## config.mk

```make
export PLATFORM = sky130hd
export DESIGN_NAME = program_sequencer_flat
export DESIGN_NICKNAME = d
export VERILOG_FILES = /design/src/rtl/program_sequencer_if.sv /design/src/rtl/program_sequencer.sv /design/src/flat_wrapper.sv
export SDC_FILE = /design/constraint.sdc
export NUM_CORES = 1
export LEC_CHECK = 0
export BUFFER_PORTS_ARGS = -buffer_cell sky130_fd_sc_hd__buf_2
export CORE_MARGIN = 3
export CORE_UTILIZATION = 40
export DETAILED_ROUTE_END_ITERATION = 8
export PLACE_DENSITY = 0.57
export SETUP_SLACK_MARGIN = 0.2
export SLEW_MARGIN = 20
export SYNTH_ARGS = -nofsm -noshare
export SYNTH_HDL_FRONTEND = slang
export SYNTH_SLANG_ARGS = --single-unit
```

## constraint.sdc

```tcl
create_clock -name clk -period 4.3 [get_ports clk]
set_input_delay 0.43 -clock clk [delete_from_list [all_inputs] [get_ports clk]]
set_output_delay 0.43 -clock clk [all_outputs]
set_load 0.03 [all_outputs]
```

## src/rtl/program_sequencer_if.sv

```systemverilog
// Bus bundle between the program sequencer, its instruction ROM and the cell array.
// Optional signal instr_count exists only when SEQ_INSTR_COUNTER_EN is defined.
//
// Handshake: there is no back-pressure. execution_enable is a one-cycle commit
// strobe; instruction, next_program_counter and next_stack_pointer are valid
// only while it is high, and the array must consume them in that cycle.
// imem_addr is a plain read address, and imem_rdata returns one cycle later.
interface program_sequencer_if #(
    parameter int PC_LENGTH = 12,
    parameter int SP_LENGTH = 5
);
    logic                 frame_start;
    logic [PC_LENGTH-1:0] imem_addr;
    logic [15:0]          imem_rdata;
    logic [15:0]          instruction;
    logic                 execution_enable;
    logic [PC_LENGTH-1:0] next_program_counter;
    logic [SP_LENGTH-1:0] next_stack_pointer;
    logic                 diverge_consensus;
    logic                 busy;
    logic                 fault;
    logic [7:0]           overrun_count;
    logic [1:0]           state;          // debug view of the sequencer FSM
`ifdef SEQ_INSTR_COUNTER_EN
    logic [15:0]          instr_count;
`endif

    // Sequencer side
    modport master (
        input  frame_start, imem_rdata, diverge_consensus,
`ifdef SEQ_INSTR_COUNTER_EN
        output instr_count,
`endif
        output imem_addr, instruction, execution_enable, next_program_counter,
        output next_stack_pointer, busy, fault, overrun_count, state
    );

    // ROM / array / controller side
    modport slave (
        output frame_start, imem_rdata, diverge_consensus,
`ifdef SEQ_INSTR_COUNTER_EN
        input  instr_count,
`endif
        input  imem_addr, instruction, execution_enable, next_program_counter,
        input  next_stack_pointer, busy, fault, overrun_count, state
    );
endinterface

```

## src/rtl/program_sequencer.sv

```systemverilog
// Instruction-fetch / control-flow sequencer for the cellular array.
// Fetches 16-bit words from a synchronous ROM, broadcasts them with a one-cycle
// execution_enable, and resolves JMP / BRDIV / CALL / RET on a private stack.
// Optional feature macro: SEQ_INSTR_COUNTER_EN (adds the instr_count output).
module program_sequencer #(
    parameter int                   PC_LENGTH = 12,
    parameter int                   SP_LENGTH = 5,
    parameter logic [PC_LENGTH-1:0] START_PC  = '0
) (
    input logic                  clk,
    input logic                  rst,
    program_sequencer_if.master  bus
);
    localparam logic [1:0] S_IDLE   = 2'd0;
    localparam logic [1:0] S_FETCH  = 2'd1;
    localparam logic [1:0] S_EXEC   = 2'd2;
    localparam logic [1:0] S_HALTED = 2'd3;

    localparam logic [3:0] OP_HALT  = 4'hA;
    localparam logic [3:0] OP_RET   = 4'hB;
    localparam logic [3:0] OP_CALL  = 4'hC;
    localparam logic [3:0] OP_BRDIV = 4'hD;
    localparam logic [3:0] OP_JMP   = 4'hE;

    logic [1:0]           state, state_d;
    logic [PC_LENGTH-1:0] pc, pc_d, pc_inc, target;
    logic [SP_LENGTH-1:0] sp, sp_d, sp_dec;
    logic                 fault_q, fault_d;
    logic [15:0]          instr_q;
    logic [7:0]           overrun_q;
    logic                 enable, halting, push;
    logic [3:0]           opcode;
    logic [PC_LENGTH-1:0] stack [2**SP_LENGTH];

    assign opcode = instr_q[15:12];
    assign target = PC_LENGTH'(instr_q[11:0]);
    assign pc_inc = pc + PC_LENGTH'(1);
    assign sp_dec = sp - SP_LENGTH'(1);

    // Next-state, next-PC/SP and fault decode for the whole FSM
    always_comb begin
        state_d = state;
        pc_d    = pc;
        sp_d    = sp;
        fault_d = fault_q;
        enable  = 1'b0;
        halting = 1'b0;
        push    = 1'b0;
        case (state)
            S_IDLE, S_HALTED: begin
                if (bus.frame_start) begin
                    pc_d    = START_PC;
                    sp_d    = '0;
                    fault_d = 1'b0;
                    state_d = S_FETCH;
                end
            end
            S_FETCH: state_d = S_EXEC;
            S_EXEC: begin
                enable = 1'b1;
                case (opcode)
                    OP_HALT: halting = 1'b1;
                    OP_RET: begin
                        if (sp == '0) begin
                            fault_d = 1'b1;
                            halting = 1'b1;
                        end else begin
                            sp_d = sp_dec;
                            pc_d = stack[sp_dec];
                        end
                    end
                    OP_CALL: begin
                        if (&sp) begin
                            fault_d = 1'b1;
                            halting = 1'b1;
                        end else begin
                            push = 1'b1;
                            sp_d = sp + SP_LENGTH'(1);
                            pc_d = target;
                        end
                    end
                    OP_BRDIV: pc_d = bus.diverge_consensus ? target : pc_inc;
                    OP_JMP:   pc_d = target;
                    default:  pc_d = pc_inc;
                endcase
                if (halting) begin
                    enable  = 1'b0;
                    state_d = S_HALTED;
                end else begin
                    state_d = S_FETCH;
                end
            end
            default: state_d = S_IDLE;
        endcase
    end

    // Control registers: FSM, PC, SP, sticky fault, instruction and overrun counter
    always_ff @(posedge clk or posedge rst) begin
        if (rst) begin
            state     <= S_IDLE;
            pc        <= START_PC;
            sp        <= '0;
            fault_q   <= 1'b0;
            instr_q   <= 16'h0000;
            overrun_q <= 8'd0;
        end else begin
            state   <= state_d;
            pc      <= pc_d;
            sp      <= sp_d;
            fault_q <= fault_d;
            if (state == S_FETCH) begin
                instr_q <= bus.imem_rdata;
            end
            // A start pulse during the halting EXEC cycle is dropped silently
            if (bus.frame_start && bus.busy && !halting && overrun_q != 8'hFF) begin
                overrun_q <= overrun_q + 8'd1;
            end
        end
    end

    // Return stack: written only by a successful CALL, never read before written
    always_ff @(posedge clk) begin
        if (push) begin
            stack[sp] <= pc_inc;
        end
    end

`ifdef SEQ_INSTR_COUNTER_EN
    logic [15:0] instr_cnt_q;

    // Saturating count of committed instructions in the current run
    always_ff @(posedge clk or posedge rst) begin
        if (rst) begin
            instr_cnt_q <= 16'd0;
        end else if ((state == S_IDLE || state == S_HALTED) && bus.frame_start) begin
            instr_cnt_q <= 16'd0;
        end else if (enable && instr_cnt_q != 16'hFFFF) begin
            instr_cnt_q <= instr_cnt_q + 16'd1;
        end
    end

    assign bus.instr_count = instr_cnt_q;
`endif

    // The ROM is addressed with the upcoming PC so its data lands in FETCH
    assign bus.imem_addr            = pc_d;
    assign bus.instruction          = instr_q;
    assign bus.execution_enable     = enable;
    assign bus.next_program_counter = pc_d;
    assign bus.next_stack_pointer   = sp_d;
    assign bus.busy                 = (state == S_FETCH) || (state == S_EXEC);
    assign bus.fault                = fault_q;
    assign bus.overrun_count        = overrun_q;
    assign bus.state                = state;
endmodule

```

## src/flat_wrapper.sv

```systemverilog
// flat-port wrapper written by rule: the top's interface ports become plain ports
module program_sequencer_flat 
#(
    parameter int                   PC_LENGTH = 12,
    parameter int                   SP_LENGTH = 5,
    parameter logic [PC_LENGTH-1:0] START_PC  = '0
)
  (clk, rst, bus_frame_start, bus_imem_rdata, bus_diverge_consensus, bus_imem_addr, bus_instruction, bus_execution_enable, bus_next_program_counter, bus_next_stack_pointer, bus_busy, bus_fault, bus_overrun_count, bus_state);
  program_sequencer_if #(.PC_LENGTH(PC_LENGTH), .SP_LENGTH(SP_LENGTH)) bus_i ();
  input logic clk;
  input logic rst;
  input wire logic [$bits(bus_i.frame_start)-1:0] bus_frame_start;
  input wire logic [$bits(bus_i.imem_rdata)-1:0] bus_imem_rdata;
  input wire logic [$bits(bus_i.diverge_consensus)-1:0] bus_diverge_consensus;
  output wire logic [$bits(bus_i.imem_addr)-1:0] bus_imem_addr;
  output wire logic [$bits(bus_i.instruction)-1:0] bus_instruction;
  output wire logic [$bits(bus_i.execution_enable)-1:0] bus_execution_enable;
  output wire logic [$bits(bus_i.next_program_counter)-1:0] bus_next_program_counter;
  output wire logic [$bits(bus_i.next_stack_pointer)-1:0] bus_next_stack_pointer;
  output wire logic [$bits(bus_i.busy)-1:0] bus_busy;
  output wire logic [$bits(bus_i.fault)-1:0] bus_fault;
  output wire logic [$bits(bus_i.overrun_count)-1:0] bus_overrun_count;
  output wire logic [$bits(bus_i.state)-1:0] bus_state;
  assign bus_i.frame_start = bus_frame_start;
  assign bus_i.imem_rdata = bus_imem_rdata;
  assign bus_i.diverge_consensus = bus_diverge_consensus;
  assign bus_imem_addr = bus_i.imem_addr;
  assign bus_instruction = bus_i.instruction;
  assign bus_execution_enable = bus_i.execution_enable;
  assign bus_next_program_counter = bus_i.next_program_counter;
  assign bus_next_stack_pointer = bus_i.next_stack_pointer;
  assign bus_busy = bus_i.busy;
  assign bus_fault = bus_i.fault;
  assign bus_overrun_count = bus_i.overrun_count;
  assign bus_state = bus_i.state;
  program_sequencer #(.PC_LENGTH(PC_LENGTH), .SP_LENGTH(SP_LENGTH), .START_PC(START_PC)) u_core (.clk(clk), .rst(rst), .bus(bus_i));
endmodule
```

# Word-level counts from Yosys, hierarchy flattened
# Memory sizes are Yosys's and may differ from the RTL's.
# Index checks and enable logic that the tools add are counted.
word_totals:
  input_bits: 20
  ff_bits: 44
  n_memories: 1
  output_inout_bits: 58
  ramBits: 384
op_classes:
  n_reduce_logical: 11
  n_eq_ne: 13
  addsub: 4
  n_mux: 31
mem_list:
  columns: ["memory", "words", "width", "read_ports", "rd_ports_with_merged_regs", "write_ports", "line", "text"]
  rows:
  - ["u_core.stack", 32, 12, 1, 0, 1, "program_sequencer.sv:33", "logic [PC_LENGTH-1:0] stack [2**SP_LENGTH];"]
ops:
  columns: ["op", "n"]
  rows:
  - ["$pmux 12 s5", 1]
  - ["$mux 12", 4]
  - ["$pmux 12 s2", 1]
  - ["$eq 4x4->1 const B", 5]
  - ["$pmux 5 s2", 2]
  - ["$mux 5", 3]
  - ["$mux 1", 14]
  - ["$add 12x1->12 const B", 1]
  - ["$reduce_and 5->1", 2]
  - ["$add 8x1->8 const B", 1]
  - ["$ne 8x8->1 const B", 1]
  - ["$ne 3x2->1 const B", 2]
  - ["$pmux 2 s3", 1]
  - ["$add 5x1->5 const B", 1]
  - ["$logic_not 5->1", 1]
  - ["$sub 5x1->5 const B", 1]
  - ["$eq 2x2->1 const B", 2]
  - ["$mux 2", 2]
  - ["$pmux 1 s2", 2]
  - ["$logic_and 1x1->1", 3]
  - ["$ne 3x3->1 const B", 1]
  - ["$pmux 1 s3", 1]
  - ["$eq 2x1->1 const B", 1]
  - ["$logic_not 2->1", 1]
  - ["5 further kinds", 5]

# Depth between registers and ports, before layout
# Gate-level depths: netlist of the first run.
logic_depth:
  word_depth: 8
  depth_mapped: 17
  depth_no_buf: 8

# Worst setup path after synthesis of the first run
# No wires, ideal clock.
synth_path:
  path_kind: "register -> output"
  start: "register u_core.sp[0]"
  end: "output bus_next_program_counter[5]"
  t_arrival_ps: 4101
  stages_incl_launch_ff: 17
  slack_ps: -231
  cell_sequence: "dfrtp_1 buf_6 buf_6 buf_6 buf_4 clkinv_1 buf_2 ha_1 buf_2 buf_2 clkbuf_1 mux4_2 mux2i_1 o22ai_1 a211oi_1 o31ai_1 buf_4"
synth_between:
  elab_chain_cells: 5
  elab_cells_between_ends: 8
  classes_between: "add/sub (1); mux (4); reduce/logical (2); memory (1)"
synth_rtl:
  columns: ["item", "line", "text"]
  rows:
  - ["start: declaration", "program_sequencer.sv:27", "logic [SP_LENGTH-1:0] sp, sp_d, sp_dec;"]
  - ["start signal: assignment", "program_sequencer.sv:109", "sp <= sp_d;"]
  - ["$sub 5x1->5", "program_sequencer.sv:38", "assign sp_dec = sp - SP_LENGTH'(1);"]
  - ["$mem_v2 32x12", null, null]
  - ["$mux 12", "program_sequencer.sv:64", "if (sp == '0) begin"]
  - ["$pmux 12 s5 *", "program_sequencer.sv:61", "case (opcode)"]
  - ["$pmux 12 s2 *", "program_sequencer.sv:49", "case (state)"]
  - ["end: declaration", "flat_wrapper.sv:18", "output wire logic [$bits(bus_i.next_program_counter)-1:0] bus_next_program_counter;"]
# Mark *: on every way between the ends. The rest lies on a longest branch, timed or not.

# Worst setup path in the final report of the first run
layout_path:
  start: "register u_core.sp[0]"
  end: "output bus_imem_addr[9]"
layout_between:
  elab_chain_cells: 5
  elab_cells_between_ends: 8
  classes_between: "add/sub (1); mux (4); reduce/logical (2); memory (1)"
layout_rtl:
  columns: ["item", "line", "text"]
  rows:
  - ["$sub 5x1->5", "program_sequencer.sv:38", null]
  - ["$mem_v2 32x12", null, null]
  - ["$mux 12", "program_sequencer.sv:64", null]
  - ["$pmux 12 s5 *", "program_sequencer.sv:61", null]
  - ["$pmux 12 s2 *", "program_sequencer.sv:49", null]
  - ["end: declaration", "flat_wrapper.sv:15", "output wire logic [$bits(bus_i.imem_addr)-1:0] bus_imem_addr;"]
# Marked as above.

==> out/metrics.yaml, run 1 <==
clocking:
  cts_root_buffer: "clkbuf_16"
  clock_latency_ns: 0.55
  htree_levels: 2
  path_clk_slew_ns: 0.07
  cts_num_sinks: 428
  holdBufCountCts: 0
  cts_tree: "done"
  clockBufferDepth: 3
  cts_made_buffers: 44
sta:
  finalClockSkew_ns: 0.0160
  slew_viol_final: 0
  fin_crit_sh_pct: 92.8
  fin_crit_ns: 3.99
  fin_setup_tns_ns: 0
  clock.fmax_ghz: 0.251
  tightest_slew_ns: 1.08
  slew_headroom_pct: 27.4
  hold_viol_final: 0
  rsz0062_at_grt: "no"
  setup_viol: 0
place:
  dp_hpwl_um: 28300
  place_inst: 1640
  gp_congestion: 0.908
  port_buffers: 77
global_routing:
  grt_max_degree: 45
  grt_overflow: 0
  grt_first_pass_wirelength_um: 65600
  grt_pass1_vias: 9524
  grt_usage_pct: 18.8
  antenna_found_initial: 1
detailed_routing:
  firstDrtPassIters: 5
  via_count: 9671
  ant_nets: 0
  viasPerCell: 5.58
  drt_iter0_drc: 1106
  wl_per_cell_um: 25.4
  drc: 0
  wirelength_um: 43900
finish:
  layout_common_cells: "edfxtp_1 (384), mux4_2 (106), buf_2 (77), buf_4 (67), nand2_1 (62)"
  fin_util_pct: 47.8
  area_growth_pct: 16.7
  final_common_cell: "edfxtp_1"
  drive_above_1_share_pct: 33.2
  nets: 1141
  fin_cells: 1732
synth:
  synthArstFlopShare_pct: 10.3
  synth_ff_type: "edfxtp_1"
  syn_area_um2: 17800
  synth_edf_count: 384
  synth_top_area_share_pct: 64.6
  synthDistinctLibCells: 69
  synth_largest_area_cell: "edfxtp_1"
  synthCells: 968
  synth_area_per_cell_um2: 18.4
  ys_ff_latch: 428
  ys_seq_area_share_pct: 70.8
  synth_warnings: 0
  synth_area_leaders: "edfxtp_1 (65%), mux4_2 (13%), dfrtp_1 (6.2%)"
outcome:
  status: "completed"
pwr:
  pwr-share-seq_pct: 44.9
  p_int_w: 0.00816
  power_density_nw_per_um2: 568
  peakVddDrop_uv: 334
  clkPwrFrac_pct: 31.7
  p_switching_w: 0.00366
  power.share.switching_pct: 31.0
  pwr-share-comb_pct: 23.4
  p_leak_nw: 7.12
die:
  design.core.area_um2: 43600
  die_y_um: 217
  rows: 76
  die_w_um: 217
  die-area_um2: 47200
  ios: 78
  start_util_pct: 41.0
worst_setup_path:
  crit_fanout: 13
  worstSetupPathType: "reg -> out"
  endpoint_kind: "output pin"
  crit_path_start_kind: "flop"
  cp.required_ns: 3.87
  worstPathArrival_ns: 3.56
  ff2ff_path_depth: 10
min_path:
  worstHoldPathType: "in -> async"
job:
  maxCapViolations: 0
cell families after synthesis:
logic type / Yosys count / share of synthesized area [%]
XOR/XNOR: 24 / 1.30
multiplexers: 135 / 15.1
flip-flops: 428 / 70.8
AND/OR/NAND/NOR: 181 / 5.05
buffers and inverters: 80 / 2.67
AO/OA/AOI/OAI: 109 / 4.31
adder cells (fa/ha/maj): 10 / 0.701
other: 1 / 0.0210
worst max-delay path: stages, from the launching register on:
cell and delay [ns]:
dfrtp_4 0.50, inv_4 0.16, ha_4 0.21, xor2_4 0.19, buf_12 0.15, buf_12 0.16, mux4_2 0.53, mux2i_2 0.26
o22a_1 0.21, o2111ai_1 0.15, a22o_1 0.28, buf_2 0.19
final timing paths:
| kind | endpoint | from | slack, ns |
|---|---|---|---|
| setup / recovery | bus_imem_addr[9] | u_core.sp[0] | 0.31 |
| hold / removal | u_core.bus.instruction[10] | rst | 0.03 |
| setup reg to reg | u_core.pc[9] | u_core.sp[0] | 1.34 |
| hold reg to reg | u_core.bus.overrun_count[6] | u_core.bus.overrun_count[6] | 0.50 |
| max in group asynchronous | u_core.sp[0] | rst | 3.70 |
| min in group clk | u_core.bus.instruction[7] | bus_imem_rdata[7] | 0.10 |
power by group through the flow:
| stage | logic (W) | registers, W | clock network (W) |
|---|---|---|---|
| floorplan | 0.00165 | 0.00547 | 0 |
| global placement | 0.00269 | 0.00539 | 0 |
| detailed placement | 0.00272 | 0.00539 | 0 |
| CTS | 0.00275 | 0.00530 | 0.00383 |
| global route | 0.00294 | 0.00534 | 0.00401 |
| finish | 0.00276 | 0.00531 | 0.00375 |
registers in the layout (all words and copies together), names as in the netlist:
name                      count
u_core.stack                384
u_core.bus.instruction       16
u_core.pc                    12
u_core.bus.overrun_count      8
u_core.sp                     5
u_core.bus.state              2
u_core.bus.fault              1
layer usage:
metal	vias up	global-route usage, %	wire length, um
li1	4172	-	-
met1	5041	27.8	19500
met2	401	29.2	20600
met3	57	3.41	3030
met4	0	4.28	829
met5	-	0	0
synth_stat cells (6+ instances only):
cell type    n
buf_4       16
edfxtp_1   384
nand3_1     20
o21ai_0     23
mux2i_1     13
a22oi_1      8
mux2_2      16
dfrtp_1     44
nand2_1     63
a21oi_1     13
nor2_1      47
nand4_1      6
buf_6       12
xnor2_1     13
clkbuf_1    25
inv_1       13
ha_1        10
mux4_2     106
buf_2       11
nand2b_1     8
nor3_1       8
xor2_1       8
what timing repair did:
action,CTS,global route
resized for setup,4,9
setup endpoints to repair,20,21
pin swaps,2,2
setup buffers,7,3
metrics by stage:
step                      hold WS [ns]  total power (W)  worst slack (ns)  instance area (um^2)
after floorplan                  0.551          0.00712             0.238                 17900
after global placement           0.474          0.00808             0.571                 19200
after detailed placement         0.496          0.00811             0.543                 19200
after CTS                       0.0703           0.0119             0.203                 20800
after global routing            0.0568           0.0123             0.211                 20800
final                           0.0259           0.0118             0.308                 20800
layout make-up:
cell class / instances / area [um^2]
Fill cell: 3700 / 22700
Clock buffer: 55 / 1180
Antenna cell: 1 / 2.50
Inverter: 14 / 56.3
Timing Repair Buffer: 152 / 1020
Clock inverter: 26 / 249
Tap cell: 585 / 732
Multi-Input combinational cell: 471 / 4950
Sequential cell: 428 / 12600
Power figures use the tool's default switching activity.
==> run 2: changes to the inputs <==
--- a/config.mk
+++ b/config.mk
@@ -6,7 +6,6 @@
 export NUM_CORES = 1
 export LEC_CHECK = 0
 export BUFFER_PORTS_ARGS = -buffer_cell sky130_fd_sc_hd__buf_2
-export CORE_MARGIN = 3
 export CORE_UTILIZATION = 40
 export DETAILED_ROUTE_END_ITERATION = 8
 export PLACE_DENSITY = 0.57
==> constraint.sdc (replaced) <==
create_clock -name clk -period 4.3 [get_ports clk]
set_input_delay 0.43 -clock clk [delete_from_list [all_inputs] [get_ports clk]]
set_output_delay 0.43 -clock clk [all_outputs]
set_load 0.05 [all_outputs]
==> run 2 against run 1 <==
  * Final cell count rose by 0.35%
  * Fmax fell by 0.13%
  * Combinational power rose by 13%
  * Sequential power barely moved
  * Final area rose by 0.52%
  * Wire length rose by 0.14%
==> out/metrics.yaml, run 2 (same netlist as run 1, synthesis figures left out) <==
clocking:
  path_clk_slew_ns: 0.06
  holdBufCountCts: 0
  clockBufferDepth: 3
  cts_num_sinks: 428
  htree_levels: 2
  clock_latency_ns: 0.57
  cts_made_buffers: 43
  cts_tree: "done"
  cts_root_buffer: "clkbuf_16"
die:
  die_y_um: 213
  die_w_um: 213
  design.core.area_um2: 44100
  ios: 78
  rows: 77
  die-area_um2: 45400
  start_util_pct: 40.4
sta:
  finalClockSkew_ns: 0.0286
  setup_ws_ns: 0.303
  fin_crit_ns: 4.00
  fin_crit_sh_pct: 93.0
  setup_viol: 0
  rsz0062_at_grt: "yes"
  fin_setup_tns_ns: 0
  slew_headroom_pct: 28.6
  hold_viol_final: 0
  clock.fmax_ghz: 0.250
  slew_viol_final: 0
  tightest_slew_ns: 1.06
detailed_routing:
  wl_per_cell_um: 25.3
  ant_nets: 0
  drc: 0
  firstDrtPassIters: 7
  drt_iter0_drc: 983
  wirelength_um: 44000
  viasPerCell: 5.59
  via_count: 9712
finish:
  largest_register_ffs: 384
  regMostFlops: "u_core.stack"
  final_common_cell: "edfxtp_1"
  layout_common_cells: "edfxtp_1 (384), mux4_2 (106), buf_2 (74), buf_4 (65), nand2_1 (62)"
  area_growth_pct: 17.4
  diodes: 0
  ff_latch_area_um2: 12600
  drive_above_1_share_pct: 33.7
  fin_util_pct: 47.4
  nets: 1141
  filler_cell_count: 3769
  multi_input_area_um2: 5020
  final_area_um2: 20900
worst_setup_path:
  endpoint_kind: "output pin"
  worstPathArrival_ns: 3.57
  ff2ff_path_depth: 9
  r2r_setup_slack_ns: 1.28
  crit_path_start_kind: "flop"
  rr_startpoint: "u_core.sp[0]"
  timing.rr.end: "u_core.pc[10]"
  worstSetupPathType: "reg -> out"
  cp.required_ns: 3.87
  cp-startpoint: "u_core.sp[0]"
  crit_fanout: 23
  crit_end: "bus_next_program_counter[5]"
global_routing:
  antenna_found_initial: 2
  grt_max_degree: 45
  grt_usage_pct: 19.9
  grt_first_pass_wirelength_um: 65300
  grt_pass1_vias: 9705
  grt_overflow: 0
pwr:
  power_w: 0.0121
  clkPwrFrac_pct: 30.4
  power_density_nw_per_um2: 579
  p_leak_nw: 7.14
  power.share.switching_pct: 33.0
  p_int_w: 0.00811
  pwr-share-comb_pct: 25.7
  peakVddDrop_uv: 454
  p_switching_w: 0.00400
  pwr-share-seq_pct: 43.9
min_path:
  worstHoldPathType: "in -> async"
outcome:
  status: "completed"
place:
  gp_congestion: 0.919
  port_buffers: 77
  dp_hpwl_um: 28000
  preCtsSetupSlack_ns: 0.440
  placed_area_um2: 19300
job:
  maxCapViolations: 0
[run 2: cell types whose count changed in the layout (fill, tap and decap cells not counted), moves of 3 or more]
| cell | delta |
|---|---|
| buf_2 | -3 |
| clkbuf_4 | +3 |
| o21ai_2 | +3 |
| clkinv_1 | +3 |
| o21ai_1 | -3 |
| buf_12 | +3 |
[run 2: metrics by stage]
| step | instances | hold WS, ns |
|---|---|---|
| 6_report | 1738 | 0.0140 |
| 5_1_grt | 1738 | 0.0696 |
| 4_1_cts | 1736 | 0.0682 |
| 3_5_place_dp | 1643 | 0.492 |
| 3_3_place_gp | 1643 | 0.491 |
| 2_1_floorplan | 979 | 0.551 |
[run 2: cell type report]
cell class | count | share of cell area [%]
multi-input cells | 471 | 24.0
clock inverters | 26 | 1.15
flip-flops and latches | 428 | 60.4
inverters | 14 | 0.281
repair buffers | 153 | 5.23
clock buffers | 54 | 5.43
well taps | 592 | 3.54
[run 2: layer usage]
metal,vias up,GRT usage [%],routed length [um]
met4,0,6.40,1260
li1,4165,-,-
met5,-,0,0
met1,5082,28.8,19600
met3,68,3.12,2870
met2,397,30.9,20300
[run 2: worst max-delay path, stage by stage (launching register included)]
cell and delay, ns:
dfrtp_4 0.46, clkinv_4 0.16, ha_4 0.40, buf_12 0.22, buf_12 0.18, mux4_2 0.31, mux4_2 0.50, a22oi_1 0.33
o31ai_4 0.15, buf_2 0.25
[run 2: repair_timing]
item                                    4_1_cts  5_1_grt
gates cloned                                  1        0
endpoints found under the setup margin       22       20
pin swaps                                     1        1
setup buffers                                12        2
gates resized for setup                       9       11
[run 2: power by group through the flow]
stage / Sequential, W / Clock, W / Combinational, W
3_5_place_dp: 0.00538 / 0 / 0.00303
5_1_grt: 0.00534 / 0.00390 / 0.00330
6_report: 0.00532 / 0.00368 / 0.00311
2_1_floorplan: 0.00565 / 0 / 0.00181
3_3_place_gp: 0.00538 / 0 / 0.00300
4_1_cts: 0.00530 / 0.00376 / 0.00310
[run 2: how the worst min path moves through the flow]
stage	endpoint	slack, ns	cells past startpoint
global route	u_core.sp[4]	0.07	2
global placement	u_core.bus.overrun_count[7]	0.49	1
floorplan	u_core.bus.instruction[12]	0.55	2
detailed placement	u_core.bus.overrun_count[7]	0.49	1
finish	u_core.sp[0]	0.01	2
CTS	u_core.bus.instruction[7]	0.07	3
